[config.mk]
export PLATFORM = sky130hd
export DESIGN_NAME = hazard_track
export DESIGN_NICKNAME = d
export VERILOG_FILES = /design/src/rtl/hazard_track_pkg.sv /design/src/rtl/hazard_cmp.sv /design/src/rtl/hazard_track.sv
export SDC_FILE = /design/constraint.sdc
export NUM_CORES = 1
export LEC_CHECK = 0
export CORE_MARGIN = 2
export CORE_UTILIZATION = 47
export CTS_CLUSTER_DIAMETER = 100
export DETAILED_ROUTE_END_ITERATION = 10
export PLACE_DENSITY = 0.78
export RECOVER_POWER = 50
export SLEW_MARGIN = 0
export SYNTH_ARGS = -nofsm -noshare
export SYNTH_HDL_FRONTEND = slang
export SYNTH_SLANG_ARGS = --single-unit
export TNS_END_PERCENT = 50
[constraint.sdc]
create_clock -name clk -period 2.3 [get_ports clk]
set_input_delay 0.345 -clock clk [delete_from_list [all_inputs] [get_ports clk]]
set_output_delay 0.345 -clock clk [all_outputs]
set_load 0.01 [all_outputs]
[src/rtl/hazard_track_pkg.sv]
// Shared pipeline types for hazard tracking: Tuse/Tnew encodings and the
// per-stage {a3, we, tnew} record.
package hazard_track_pkg;

   typedef logic [1:0] tval_t;

   localparam tval_t TUSE_NONE = 2'd3;
   localparam tval_t TNEW_ZERO = 2'd0;
   localparam tval_t TNEW_ALU  = 2'd1;
   localparam tval_t TNEW_LOAD = 2'd2;

   typedef struct packed {
      logic [4:0] a3;
      logic       we;
      tval_t      tnew;
   } stage_rec_t;

   localparam stage_rec_t BUBBLE = '{a3: 5'd0, we: 1'b0, tnew: TNEW_ZERO};

   // One stage of progress toward the result, never going below zero.
   function automatic tval_t tnew_dec(tval_t t);
      return (t == TNEW_ZERO) ? TNEW_ZERO : t - 2'd1;
   endfunction

endpackage

[src/rtl/hazard_cmp.sv]
// Hazard check for one D-stage source against the E and M producer records.
module hazard_cmp
   import hazard_track_pkg::*;
(
   input  logic [4:0] a,
   input  logic [1:0] tuse,
   input  stage_rec_t e_rec,
   input  stage_rec_t m_rec,
   output logic       hazard
);

   logic e_hit;
   logic m_hit;

   assign e_hit  = e_rec.we && (e_rec.a3 == a) && (e_rec.tnew > tuse);
   assign m_hit  = m_rec.we && (m_rec.a3 == a) && (m_rec.tnew > tuse);
   assign hazard = (a != 5'd0) && (e_hit || m_hit);

endmodule

[src/rtl/hazard_track.sv]
// Carries destination/write-enable/Tnew through E, M and W, raises the D-stage
// stall and counts stalled cycles.
module hazard_track
   import hazard_track_pkg::*;
#(
   parameter int unsigned CNT_W = 16
) (
   input  logic             clk,
   input  logic             reset,
   input  logic [4:0]       D_a1,
   input  logic [4:0]       D_a2,
   input  logic [1:0]       D_tuse1,
   input  logic [1:0]       D_tuse2,
   input  logic [4:0]       D_a3,
   input  logic             D_we,
   input  logic [1:0]       D_tnew,
   output logic             stall,
   output logic [4:0]       E_a3,
   output logic [4:0]       M_a3,
   output logic [4:0]       W_a3,
   output logic             E_we,
   output logic             M_we,
   output logic             W_we,
   output logic [1:0]       E_tnew,
   output logic [1:0]       M_tnew,
   output logic [CNT_W-1:0] stall_cnt
);

   localparam logic [CNT_W-1:0] CNT_ONE = {{(CNT_W-1){1'b0}}, 1'b1};

   stage_rec_t       e_q;
   stage_rec_t       m_q;
   logic [4:0]       w_a3_q;
   logic             w_we_q;
   logic [CNT_W-1:0] cnt_q;
   logic             haz1;
   logic             haz2;

   hazard_cmp u_cmp1 (
      .a      (D_a1),
      .tuse   (D_tuse1),
      .e_rec  (e_q),
      .m_rec  (m_q),
      .hazard (haz1)
   );

   hazard_cmp u_cmp2 (
      .a      (D_a2),
      .tuse   (D_tuse2),
      .e_rec  (e_q),
      .m_rec  (m_q),
      .hazard (haz2)
   );

   assign stall = haz1 | haz2;

   // M and W advance every cycle; only the E slot sees the bubble.
   always_ff @(posedge clk or posedge reset) begin
      if (reset) begin
         e_q    <= BUBBLE;
         m_q    <= BUBBLE;
         w_a3_q <= 5'd0;
         w_we_q <= 1'b0;
         cnt_q  <= '0;
      end else begin
         e_q    <= stall ? BUBBLE : '{a3: D_a3, we: D_we, tnew: D_tnew};
         m_q    <= '{a3: e_q.a3, we: e_q.we, tnew: tnew_dec(e_q.tnew)};
         w_a3_q <= m_q.a3;
         w_we_q <= m_q.we;
         if (stall && (cnt_q != '1)) begin
            cnt_q <= cnt_q + CNT_ONE;
         end
      end
   end

   assign E_a3      = e_q.a3;
   assign E_we      = e_q.we;
   assign E_tnew    = e_q.tnew;
   assign M_a3      = m_q.a3;
   assign M_we      = m_q.we;
   assign M_tnew    = m_q.tnew;
   assign W_a3      = w_a3_q;
   assign W_we      = w_we_q;
   assign stall_cnt = cnt_q;

endmodule

==> results of run 1 <==
==> layer usage <==
metal,track usage [%],wire length [µm],up-vias
met3,5.34,225,5
met1,29.3,2290,809
met4,5.56,36,0
li1,-,-,787
met2,32.4,2410,43
met5,0,0,-
==> what timing repair did <==
| action | in CTS | in global routing |
|---|---|---|
| hold buffers | 0 | 0 |
| pin swaps | 9 | 12 |
| cloned | 0 | 0 |
| endpoints found under the setup margin | 14 | 14 |
| setup buffers | 1 | 2 |
| resized for setup | 26 | 22 |
==> area by class of cell <==
class	instances	area, µm²	share of cell area [%]
multi-input combinational	121	1180	37.9
sequential	38	952	30.5
timing repair buffer	83	800	25.6
clock buffer	6	82.6	2.65
tap	52	65.1	2.09
inverter	10	37.5	1.20
==> report_power, final <==
group | internal, µW | switching [µW]
registers | 714 | 58.8
clock network | 231 | 222
logic | 214 | 157
total | 1160 | 437
==> final timing paths <==
| kind | from | depth (start not counted) | slack, ps | end |
|---|---|---|---|---|
| worst max-delay path | E_tnew[1]$_DFF_PP0_ | 9 | 20 | stall |
| worst min-delay path | E_a3[0]$_DFF_PP0_ | 0 | 480 | M_a3[0]$_DFF_PP0_ |
| worst max register to register | E_tnew[1]$_DFF_PP0_ | 9 | 60 | stall_cnt[14]$_DFFE_PP0P_ |
| worst min register to register | E_a3[0]$_DFF_PP0_ | 0 | 480 | M_a3[0]$_DFF_PP0_ |
| max in group asynchronous | reset | 3 | 900 | M_tnew[1]$_DFF_PP0_ |
| min in group asynchronous | reset | 3 | 770 | W_a3[2]$_DFF_PP0_ |
==> kinds of logic after synthesis <==
logic type | after synthesis
muxes | 5
AOI/OAI and AO/OA | 21
adders and majority gates | 9
DFF | 38
and+or+nand+nor | 55
buffers and inverters | 15
xor gates and xnor gates | 31
==> stage by stage <==
step / setup TNS, ps / util, % / worst slack [ps] / instances
finish: 0 / 73.2 / 21.0 / 310
global route: -218 / 73.2 / -59.6 / 310
CTS: 0 / 70.6 / 0.105 / 308
detailed placement: -6050 / 66.5 / -505 / 302
global placement: -5400 / 66.5 / -461 / 302
floorplan: 0 / - / 191 / 174
==> critical path: stages, from the launching register on <==
cell     delay [ps]
dfrtp_1         450
buf_6           160
ha_4            220
nand2_2          60
nand3_2          80
nor4_4          260
o22ai_2         140
and2_4          160
inv_2            40
buf_6            90
==> registers in the layout (all words and copies together) (netlist names) <==
name / cells
E_a3: 5
E_tnew: 2
E_we: 1
M_a3: 5
M_tnew: 2
M_we: 1
W_a3: 5
W_we: 1
stall_cnt: 16
==> placed cells by master, fill, tap and decap left out, types with 2 or more instances in the layout <==
cell type and instances:
inv_2 4, clkdlybuf4s50_1 50, nand2b_1 2, nand2_2 3, a21oi_1 6, xor2_1 15
dlymetal6s2s_1 5, and3_1 11, ha_4 5, nand3_1 12, clkbuf_8 6, a2111oi_4 5
dlygate4sd2_1 5, mux2_2 4, dfrtp_1 37, clkbuf_1 2, or4_1 2, a211oi_1 3
nand3_2 3, buf_4 14, o22ai_2 2, inv_1 6, buf_6 4, a2111oi_2 2
ha_1 4, xnor2_1 16, nand2_1 9, nor4_4 3
==> impl_results.md, run 1 <==
- Ant. Diodes: 0
- Simple-Gate Fraction of Synth Area: 16.6%
- Largest net degree at the start of global routing: 39
- Yosys warning total: 0
- DP HPWL: 3500 µm
- Area growth, synth to finish: 52.3%
- DRC violations left: 0
- CP max FO: 2
- Post-Synth XOR/XNOR Area: 13.3%
- Largest cells by area after synthesis: dfrtp_1 (46%), xnor2_1 (6.8%), xor2_1 (6.4%)
- WP data required: 1960 ps
- Starting Density: 48.0%
- Rows: 24
- Routability congestion estimate: 0.892
- Worst slew pin tran: 909 ps
- CTS Root Cell: clkbuf_8
- Die outline height: 70.0 µm
- Core region area: 0.00426 mm²
- Most common cell in the netlist: dfrtp_1
- Cells after synthesis: 174
- Hold Slack: 478 ps
- Pwr/cell area: 511 mW/mm²
- Min cycle time layout: 2280 ps
- Post-Synth Adder-Cell Area: 5.50%
- Yosys top cell by area: dfrtp_1
- Post-synthesis sequential area ratio: 46.4%
- CP Launch Type: flop
- Multiplexer area fraction after synthesis: 2.93%
- Seq cells post-synth: 38
- Final setup fails: 0
- Fill cell count: 306
- CTS H-tree depth: 2
- Synth cell count leaders: dfrtp_1 (38), xnor2_1 (16), nand3_1 (15), xor2_1 (15), nand2_1 (12)
- Worst skew pair latency: 290 ps
- Synthesized cell area: 0.00205 mm²
- Port bufs: 62
- Routed Antenna Nets: 0
- Max-Cap Viols: 0
- Ports: 63
- Leak pwr: 0.00137 µW
- Vias per cell: 5.30
- Peak VDD IR: 0.356 mV
- Routed len/inst: 16.0 µm
- Post-DP Area: 0.00284 mm²
- Tightest Hold Check Type: reg -> reg
- Iteration-0 DRC Markers: 76
- CP arrival: 1930 ps
- Main flop type after synthesis: dfrtp_1
- Syn Area/Cell: 11.8 µm²
- RSZ-0062 raised after global routing: yes
- Final Cycle Share: 99.1%
- Slew Limit Fails: 0
- Die X: 70.0 µm
- Outcome: complete, no violations
- Syn Nets: 207
- Vias in the first global route: 1578
- First-pass GRT wire length: 8030 µm
- Hold Vio Cnt, Final: 0
- Total CTS buffers: 5
- DIE AREA: 0.00490 mm²
- Initial antenna violation count: 0
- Worst slew margin: 39.4%
- Synth unique cells: 32
- Total Nets Final: 292
- Drt total wl: 4970 µm
- DR pass1 iterations: 4
- Crit path capture type: output pin
- Synth Area in Compound Gates: 11.4%
- Async SR Flop Fraction: 100%
- Total grt overflow: 0
- TritonCTS clock tree: done
- Clock slew at reported path FFs: 70 ps
- Fmax: 439 MHz
- Vias post-DR: 1644
- Share of layout cells above drive strength 1: 26.0%
- Gr usage total: 20.9%
- Largest family of logic cells by synthesized area: simple AND/OR/NAND/NOR gates
- CTS Sinks: 38
- Post-Route Skew: 7.53 ps
- CTS max path bufs: 2
- Post-synth EDFFs: 0
- WS Path Type: reg -> out
- Tot Pwr: 1600 µW
- Top cell type's share of synthesized area: 46.4%
- Fin area: 0.00312 mm²
Note: power is estimated with default switching activity, not from simulation.
==> run 2, diff against run 1 <==
==> constraint.sdc (replaced) <==
create_clock -name clk -period 2.3 [get_ports clk]
set_input_delay 0.46 -clock clk [delete_from_list [all_inputs] [get_ports clk]]
set_output_delay 0.46 -clock clk [all_outputs]
set_load 0.01 [all_outputs]
==> impl_results.md, run 2 (same netlist as run 1, synthesis figures left out) <==
- Outcome: finished with violations
- Violated checks: negative setup slack
- Iteration-0 DRC Markers: 99
- CP Launch Type: input port
- Ports: 63
- Area growth, synth to finish: 51.1%
- Largest register FFs: 16
- Vias in the first global route: 1669
- Worst slew pin tran: 480 ps
- WS Path Type: in -> out
- Routability congestion estimate: 0.860
- Vias post-DR: 1712
- Final Worst Setup Slack: -147 ps
- RSZ-0062 raised after global routing: yes
- Drt total wl: 5020 µm
- Peak VDD IR: 0.465 mV
- CTS Root Cell: clkbuf_8
- Ant. Diodes: 0
- R2r startpoint: M_a3[2]$_DFF_PP0_
- Initial antenna violation count: 0
- Gr usage total: 21.3%
- Worst slack, placed: -732 ps
- Worst slew margin: 67.9%
- WP data required: 1840 ps
- Final setup fails: 3
- Tightest Hold Check Type: reg -> reg
- Hold Vio Cnt, Final: 0
- Vias per cell: 5.37
- Final Cycle Share: 106%
- Min-Delay Endpoint: M_we$_DFF_PP0_
- Routed Antenna Nets: 0
- CTS max path bufs: 2
- Slew Limit Fails: 0
- Port bufs: 62
- Total Nets Final: 301
- Worst skew pair latency: 280 ps
- Min cycle time layout: 2450 ps
- Hold depth: 0
- Setup Total Neg Slack: -185 ps
- Clock slew at reported path FFs: 70 ps
- Largest net degree at the start of global routing: 39
- DR pass1 iterations: 4
- Share of layout cells above drive strength 1: 25.8%
- Die outline height: 70.0 µm
- DIE AREA: 0.00490 mm²
- Commonest non-fill, non-tap cell in the layout: clkdlybuf4s50_1
- CP arrival: 1990 ps
- Core region area: 0.00426 mm²
- R2R setup slack: 10 ps
- Rows: 24
- Total CTS buffers: 5
- Fin cells: 319
- Post-Route Skew: 4.50 ps
- First-pass GRT wire length: 8150 µm
- DRC violations left: 0
- CTS H-tree depth: 2
- Crit Reg-Reg Endpoint: stall_cnt[14]$_DFFE_PP0P_
- Die X: 70.0 µm
- Max-Cap Viols: 0
- Tot Pwr: 1590 µW
- Crit path capture type: output pin
- TritonCTS clock tree: done
- CP max FO: 3
- Starting Density: 48.0%
- Total grt overflow: 0
- DP HPWL: 3620 µm
- Routed len/inst: 15.7 µm
- FF-to-FF path depth: 7
- Pwr/cell area: 515 mW/mm²
- Hold Startpoint: E_we$_DFF_PP0_
- CTS Sinks: 38
- Leak pwr: 0.00136 µW
- Hold Buf Count CTS: 0
- Placed insts: 311
- Most frequent cells in the layout: clkdlybuf4s50_1 (47), dfrtp_1 (36), buf_4 (21)
- Fmax: 409 MHz
[run 2: cell types whose count changed in the layout (fill, tap and decap cells not counted), sizes merged]
cell           previous run  this run
dlygate4sd2               5        14
clkbuf                    9        15
dlymetal6s2s              5         0
buf                      19        22
clkdlybuf4s50            50        47
dlygate4sd3               1         0
[run 2: how the worst max path moves through the flow]
stage                                    from  endpoint  slack [ps]
after global placement             D_tuse1[1]     stall        -690
final                                 D_a1[2]     stall        -150
after floorplan                    D_tuse1[1]     stall         120
after detailed placement           D_tuse1[1]     stall        -730
after global routing                  D_a1[2]     stall        -230
after CTS                 M_tnew[1]$_DFF_PP0_     stall         -90
[run 2: layout make-up]
class | instances | area [µm²]
Timing Repair Buffer | 92 | 808
Fill cell | 302 | 1170
Inverter | 10 | 37.5
Tap cell | 52 | 65.1
Multi-Input combinational cell | 121 | 1150
Sequential cell | 38 | 953
Clock buffer | 6 | 82.6
[run 2: layer usage]
layer	GRT usage, %	wire length, µm
met5	0	0
met4	5.13	47
met3	5.63	254
met2	34.9	2520
met1	28.3	2200
[run 2: power breakdown]
group	leakage (µW)	internal [µW]	switching, µW	total (µW)
combinational	0.000840	215	157	373
clock	0.0000431	231	220	451
sequential	0.000478	714	56.2	770
total	0.00136	1160	433	1590
[run 2: through the flow]
step | cell area (µm²) | utilization (%) | hold WS, ps
3_5_place_dp | 2900 | 68.1 | 443
2_1_floorplan | 2050 | - | 452
6_report | 3090 | 72.6 | 484
5_1_grt | 3090 | 72.6 | 493
3_3_place_gp | 2900 | 68.1 | 451
4_1_cts | 3040 | 71.3 | 475
[run 2: repair_timing]
action / CTS / global route
endpoints found under the setup margin: 17 / 12
setup buffers: 2 / 1
resized for setup: 30 / 9
pin swaps: 11 / 7
[run 2: worst max-delay path, stage by stage]
cell and delay, ps:
dlygate4sd2_1 290, xnor2_1 260, nand3_1 140, nor4_2 350, o22ai_2 160, and2_1 160
inv_1 50, buf_2 120
==> run 3, diff against run 2 <==
==> constraint.sdc (replaced) <==
create_clock -name clk -period 2.3 [get_ports clk]
set_input_delay 0.345 -clock clk [delete_from_list [all_inputs] [get_ports clk]]
set_output_delay 0.345 -clock clk [all_outputs]
set_load 0.01 [all_outputs]
==> results of run 3 <==
No change in the layout: final DEF, timing and power equal those of run 1.
